### src/rtl/multicycle_control.sv
// Control FSM for a multicycle 16-bit MIPS-style datapath.
// Sequences fetch/decode/execute/writeback, drives the datapath strobes and
// selects, handshakes with a wait-state memory, counts retired instructions
// and halts on an undefined opcode or a memory wait overrun.
module multicycle_control #(
  parameter int WAIT_LIMIT = 15,
  parameter int COUNT_W    = 16
) (
  input  logic               clk,
  input  logic               rst_n,
  input  logic               run,
  input  logic [3:0]         opcode,
  input  logic               zero,
  input  logic               mem_ready,
  output logic               mem_req,
  output logic               mem_we,
  output logic               i_or_d,
  output logic               ir_write,
  output logic               pc_write,
  output logic               pc_src,
  output logic               reg_write,
  output logic               reg_dst,
  output logic               mem_to_reg,
  output logic               alu_src_a,
  output logic [1:0]         alu_src_b,
  output logic [2:0]         alu_ctrl,
  output logic [3:0]         state,
  output logic [COUNT_W-1:0] instr_count,
  output logic               illegal,
  output logic               timeout
);

  typedef enum logic [3:0] {
    S_FETCH    = 4'd0,
    S_DECODE   = 4'd1,
    S_EXEC_R   = 4'd2,
    S_R_WB     = 4'd3,
    S_EXEC_I   = 4'd4,
    S_I_WB     = 4'd5,
    S_MEM_ADDR = 4'd6,
    S_MEM_RD   = 4'd7,
    S_MEM_WB   = 4'd8,
    S_MEM_WR   = 4'd9,
    S_BRANCH   = 4'd10,
    S_HALT     = 4'd15
  } state_t;

  // Opcodes
  localparam logic [3:0] OP_ADD  = 4'b0000;
  localparam logic [3:0] OP_SUB  = 4'b0001;
  localparam logic [3:0] OP_AND  = 4'b0010;
  localparam logic [3:0] OP_OR   = 4'b0011;
  localparam logic [3:0] OP_ADDI = 4'b0100;
  localparam logic [3:0] OP_LW   = 4'b0101;
  localparam logic [3:0] OP_SW   = 4'b0110;
  localparam logic [3:0] OP_SLT  = 4'b0111;
  localparam logic [3:0] OP_BEQ  = 4'b1000;
  localparam logic [3:0] OP_BNE  = 4'b1001;

  // ALU operation codes
  localparam logic [2:0] ALU_AND = 3'b000;
  localparam logic [2:0] ALU_OR  = 3'b001;
  localparam logic [2:0] ALU_ADD = 3'b010;
  localparam logic [2:0] ALU_SUB = 3'b110;
  localparam logic [2:0] ALU_SLT = 3'b111;

  // ALU operand B selects
  localparam logic [1:0] B_REG   = 2'b00;
  localparam logic [1:0] B_TWO   = 2'b01;
  localparam logic [1:0] B_SEXT  = 2'b10;
  localparam logic [1:0] B_SEXT2 = 2'b11;

  // Wait count at which a still-stalled access gives up: the access has then
  // spent WAIT_LIMIT cycles with mem_ready low.
  localparam logic [7:0] WAIT_LAST = 8'(WAIT_LIMIT - 1);

  state_t             state_q, state_d;
  logic [7:0]         wait_q, wait_d;
  logic [COUNT_W-1:0] count_q, count_d;
  logic               illegal_q, illegal_d;
  logic               timeout_q, timeout_d;
  logic               retire;

  // Raw strobes before reset gating
  logic mem_req_s, mem_we_s, ir_write_s, pc_write_s, reg_write_s;

  // State, wait counter, retirement counter and sticky halt flags
  always_ff @(posedge clk or negedge rst_n) begin
    if (!rst_n) begin
      state_q   <= S_FETCH;
      wait_q    <= '0;
      count_q   <= '0;
      illegal_q <= 1'b0;
      timeout_q <= 1'b0;
    end else begin
      state_q   <= state_d;
      wait_q    <= wait_d;
      count_q   <= count_d;
      illegal_q <= illegal_d;
      timeout_q <= timeout_d;
    end
  end

  // Next-state, wait/timeout tracking and per-state datapath controls
  always_comb begin
    state_d     = state_q;
    wait_d      = '0;
    illegal_d   = illegal_q;
    timeout_d   = timeout_q;
    retire      = 1'b0;
    mem_req_s   = 1'b0;
    mem_we_s    = 1'b0;
    ir_write_s  = 1'b0;
    pc_write_s  = 1'b0;
    reg_write_s = 1'b0;
    i_or_d      = 1'b0;
    pc_src      = 1'b0;
    reg_dst     = 1'b0;
    mem_to_reg  = 1'b0;
    alu_src_a   = 1'b0;
    alu_src_b   = B_REG;
    alu_ctrl    = ALU_AND;

    case (state_q)
      S_FETCH: begin
        // PC + 2 computed alongside the instruction read
        mem_req_s = run;
        alu_src_b = B_TWO;
        alu_ctrl  = ALU_ADD;
        if (run) begin
          if (mem_ready) begin
            ir_write_s = 1'b1;
            pc_write_s = 1'b1;
            state_d    = S_DECODE;
          end else if (wait_q == WAIT_LAST) begin
            timeout_d = 1'b1;
            state_d   = S_HALT;
          end else begin
            wait_d = wait_q + 8'd1;
          end
        end
      end

      S_DECODE: begin
        // Branch target PC + (sext << 1) lands in ALUOut for a possible BRANCH
        alu_src_b = B_SEXT2;
        alu_ctrl  = ALU_ADD;
        case (opcode)
          OP_ADD, OP_SUB, OP_AND, OP_OR, OP_SLT: state_d = S_EXEC_R;
          OP_ADDI:                               state_d = S_EXEC_I;
          OP_LW, OP_SW:                          state_d = S_MEM_ADDR;
          OP_BEQ, OP_BNE:                        state_d = S_BRANCH;
          default: begin
            illegal_d = 1'b1;
            state_d   = S_HALT;
          end
        endcase
      end

      S_EXEC_R: begin
        alu_src_a = 1'b1;
        alu_src_b = B_REG;
        case (opcode)
          OP_SUB:  alu_ctrl = ALU_SUB;
          OP_AND:  alu_ctrl = ALU_AND;
          OP_OR:   alu_ctrl = ALU_OR;
          OP_SLT:  alu_ctrl = ALU_SLT;
          default: alu_ctrl = ALU_ADD;
        endcase
        state_d = S_R_WB;
      end

      S_R_WB: begin
        reg_write_s = 1'b1;
        reg_dst     = 1'b1;
        retire      = 1'b1;
        state_d     = S_FETCH;
      end

      S_EXEC_I: begin
        alu_src_a = 1'b1;
        alu_src_b = B_SEXT;
        alu_ctrl  = ALU_ADD;
        state_d   = S_I_WB;
      end

      S_I_WB: begin
        reg_write_s = 1'b1;
        retire      = 1'b1;
        state_d     = S_FETCH;
      end

      S_MEM_ADDR: begin
        alu_src_a = 1'b1;
        alu_src_b = B_SEXT;
        alu_ctrl  = ALU_ADD;
        state_d   = (opcode == OP_LW) ? S_MEM_RD : S_MEM_WR;
      end

      S_MEM_RD: begin
        mem_req_s = 1'b1;
        i_or_d    = 1'b1;
        if (mem_ready) begin
          state_d = S_MEM_WB;
        end else if (wait_q == WAIT_LAST) begin
          timeout_d = 1'b1;
          state_d   = S_HALT;
        end else begin
          wait_d = wait_q + 8'd1;
        end
      end

      S_MEM_WB: begin
        reg_write_s = 1'b1;
        mem_to_reg  = 1'b1;
        retire      = 1'b1;
        state_d     = S_FETCH;
      end

      S_MEM_WR: begin
        // A store only retires when the memory accepts it
        mem_req_s = 1'b1;
        mem_we_s  = 1'b1;
        i_or_d    = 1'b1;
        if (mem_ready) begin
          retire  = 1'b1;
          state_d = S_FETCH;
        end else if (wait_q == WAIT_LAST) begin
          timeout_d = 1'b1;
          state_d   = S_HALT;
        end else begin
          wait_d = wait_q + 8'd1;
        end
      end

      S_BRANCH: begin
        alu_src_a  = 1'b1;
        alu_src_b  = B_REG;
        alu_ctrl   = ALU_SUB;
        pc_src     = 1'b1;
        pc_write_s = ((opcode == OP_BEQ) &&  zero) ||
                     ((opcode == OP_BNE) && !zero);
        retire     = 1'b1;
        state_d    = S_FETCH;
      end

      S_HALT: begin
        state_d = S_HALT;
      end

      default: begin
        // Unused encodings recover to a clean fetch
        state_d = S_FETCH;
      end
    endcase
  end

  // Retired-instruction counter, free-running wrap
  always_comb begin
    count_d = count_q;
    if (retire) begin
      count_d = count_q + COUNT_W'(1);
    end
  end

  // Strobes are masked while reset is asserted so an in-flight access is
  // abandoned immediately rather than at the next clock edge.
  assign mem_req     = mem_req_s   & rst_n;
  assign mem_we      = mem_we_s    & rst_n;
  assign ir_write    = ir_write_s  & rst_n;
  assign pc_write    = pc_write_s  & rst_n;
  assign reg_write   = reg_write_s & rst_n;

  assign state       = state_q;
  assign instr_count = count_q;
  assign illegal     = illegal_q;
  assign timeout     = timeout_q;

endmodule
### config.mk
export PLATFORM = sky130hd
export DESIGN_NAME = multicycle_control
export DESIGN_NICKNAME = d
export VERILOG_FILES = /design/src/rtl/multicycle_control.sv
export SDC_FILE = /design/constraint.sdc
export NUM_CORES = 1
export LEC_CHECK = 0
export CAP_MARGIN = 20
export CORE_ASPECT_RATIO = 0.75
export CORE_UTILIZATION = 45
export CTS_BUF_LIST = sky130_fd_sc_hd__clkbuf_16
export CTS_CLUSTER_DIAMETER = 60
export DETAILED_ROUTE_END_ITERATION = 10
export GPL_ROUTABILITY_DRIVEN = 0
export PLACE_DENSITY_LB_ADDON = 0.15
export SKIP_LAST_GASP = 1
export SYNTH_ARGS = -nofsm -noshare
export SYNTH_HDL_FRONTEND = slang
export SYNTH_SLANG_ARGS = --single-unit
export TNS_END_PERCENT = 50
### constraint.sdc
create_clock -name clk -period 3.6 [get_ports clk]
set_clock_uncertainty 0.1 [all_clocks]
set_input_delay 0.36 -clock clk [delete_from_list [all_inputs] [get_ports clk]]
set_output_delay 0.36 -clock clk [all_outputs]
set_load 0.005 [all_outputs]
==> impl_metrics.json <==
{
  "clockBufferDepth": 2,
  "grt_first_pass_wirelength_um": 7341,
  "drive_gt1_share_pct": 6.452,
  "finalSetupViolCount": 0,
  "worstPathMaxFanout": 29,
  "ctsHoldBuffers": 0,
  "critical_path_class": "reg2out",
  "initial_core_util_pct": 47.01,
  "utilization_pct": 62.41,
  "p_leak_nw": 0.9891,
  "seq_area_frac_synth_pct": 39.40,
  "avgViaCountPerCell": 5.634,
  "grtUsageTotal_pct": 21.18,
  "synth_area_leaders": "dfrtp_1 39%, xnor2_1 6.0%, xor2_1 4.6%, nor2_1 4.3%, and3_1 2.6%",
  "die_w_um": 77.14,
  "die-area_sq_um": 4502,
  "num_vias": 1707,
  "hold_viol": 0,
  "irDropWorstVdd_mv": 0.4700,
  "hpwlAfterDp_um": 3248,
  "drt-pass1-iter-count": 4,
  "synth.distinct_cells": 51,
  "synth_nets": 216,
  "tightest_slew_ns": 0.8308,
  "slew_violations": 0,
  "reg2regPathDepth": 4,
  "hold_class": "in2async",
  "ys.flop_type": "dfrtp_1",
  "cts_resized": 0,
  "insertion_delay_ns": 0.27,
  "syn_to_final_growth_pct": 32.76,
  "post-route-period-util_pct": 80.62,
  "cts_buffers": 5,
  "wl_per_cell_um": 14.68,
  "relSlewSlack_pct": 44.61,
  "port_buffers": 45,
  "num_rows": 20,
  "endpoint_kind": "output port",
  "finalSetupTns_ns": 0,
  "cts_tree": "built",
  "synth_edf_count": 0,
  "max_freq_mhz": 344.5,
  "mostFrequentLayoutCells": "45 x clkdlybuf4s50_1, 30 x dfrtp_1, 22 x nor2_1",
  "arrival_ns": 2.44,
  "final_common_cell": "clkdlybuf4s50_1",
  "grt_antenna_before_repair": 0,
  "first_iter_violations": 187,
  "cts_sinks": 30,
  "overflow": 0,
  "grt_pass1_vias": 1444,
  "coreArea_sq_um": 4054,
  "run_status": "finished, final reports clean",
  "power_density_nw_per_um2": 641.0,
  "fp.dieH_um": 58.36,
  "fillers": 346,
  "synth_top_area_share_pct": 39.40,
  "wl_um": 4448,
  "required_ns": 3.14,
  "postCtsSetupBuffers": 0,
  "cap_violations": 0,
  "syn_inst": 204,
  "rsz0062_at_grt": "no",
  "htree_levels": 2,
  "finalCriticalPeriod_ns": 2.902,
  "clk_pin_slew_worst_paths_ns": 0.05,
  "grt_max_degree": 30,
  "cts-root-buf": "clkbuf_16",
  "crit_path_start_kind": "register",
  "syn_area_per_cell_sq_um": 9.341,
  "synth_area_sq_um": 1906,
  "async_reset_ff_share_pct": 100.0,
  "yosys.area.top_type": "dfrtp_1",
  "ios": 46,
  "yosys_register_bits": 30,
  "n_antenna_cell": 0,
  "ys_warn_count": 0,
  "drt.antenna.violating_nets": 0,
  "nets": 259,
  "drc_errors": 0
}
## flip-flops by register name, indices dropped and copies added (netlist names)
signal,cells
instr_count,16
wait_q,8
state,4
illegal,1
timeout,1
## layout make-up
class	count	area, sq um	area share, %
Clock buffer	5	125.1	4.946
Clock inverter	3	12.51	0.4946
Inverter	9	33.78	1.335
Multi-Input combinational cell	153	1066	42.14
Sequential cell	30	750.7	29.67
Tap cell	55	68.82	2.720
Timing Repair Buffer	48	473.0	18.69
## logic make-up after synthesis
family / after synthesis / share of synthesized area [%]
simple gates: 76 / 21.73
compound gates: 49 / 20.49
flops: 30 / 39.40
xor+xnor: 23 / 10.57
buf+inv: 21 / 4.662
fa+ha+maj: 3 / 1.970
mux: 2 / 1.182
## through the flow
step / area (sq um) / hold slack [ns] / cells / total power, mW / setup WS (ns)
floorplan: 1906 / -0.03559 / 204 / 0.9323 / 1.709
global placement: 2392 / 0.3485 / 295 / 1.232 / 0.8293
detailed placement: 2392 / 0.3543 / 295 / 1.233 / 0.8065
CTS: 2530 / 0.3113 / 303 / 1.623 / 0.7248
global route: 2530 / 0.3344 / 303 / 1.735 / 0.6153
finish: 2530 / 0.3074 / 303 / 1.622 / 0.6976
## worst max-delay path: stages (launching register included)
cell and delay [ns]:
dfrtp_1 0.68, or3b_1 0.49, a211o_1 0.33, a21oi_1 0.15
clkdlybuf4s50_1 0.51
## layer usage
metal | vias to the layer above | part of all wire [%] | track usage [%]
met2 | 75 | 39 | 28.19
met4 | 0 | 0.88 | 5.660
met3 | 5 | 6.7 | 5.116
met5 | - | 0 | 0
met1 | 781 | 53 | 33.57
li1 | 846 | - | -
## synthesized netlist by cell type (all sizes together), types with 6 or more instances
| cell | instances |
|---|---|
| xnor2 | 13 |
| dfrtp | 30 |
| inv | 9 |
| nand4 | 7 |
| and3 | 8 |
| nand2 | 6 |
| clkbuf | 9 |
| nor2 | 22 |
| a21oi | 6 |
| xor2 | 10 |
## path summary, 6_finish.rpt
kind                            slack (ns)                  from                     endpoint
worst max-delay path                  0.70  state[0]$_DFFE_PN0P_                      mem_req
worst min-delay path                  0.31                 rst_n          illegal$_DFFE_PN0P_
worst max register to register        1.22  state[0]$_DFFE_PN0P_  instr_count[15]$_DFFE_PN0P_
worst min register to register        0.36   illegal$_DFFE_PN0P_          illegal$_DFFE_PN0P_
max in group asynchronous             2.61                 rst_n   instr_count[0]$_DFFE_PN0P_
min in group clk                      0.36   illegal$_DFFE_PN0P_          illegal$_DFFE_PN0P_
## power breakdown
group          internal, mW  switching (mW)
Clock                 0.249           0.137
Sequential            0.389           0.131
Combinational         0.370           0.346
Total                  1.01           0.614
(Power assumes the default switching activity.)
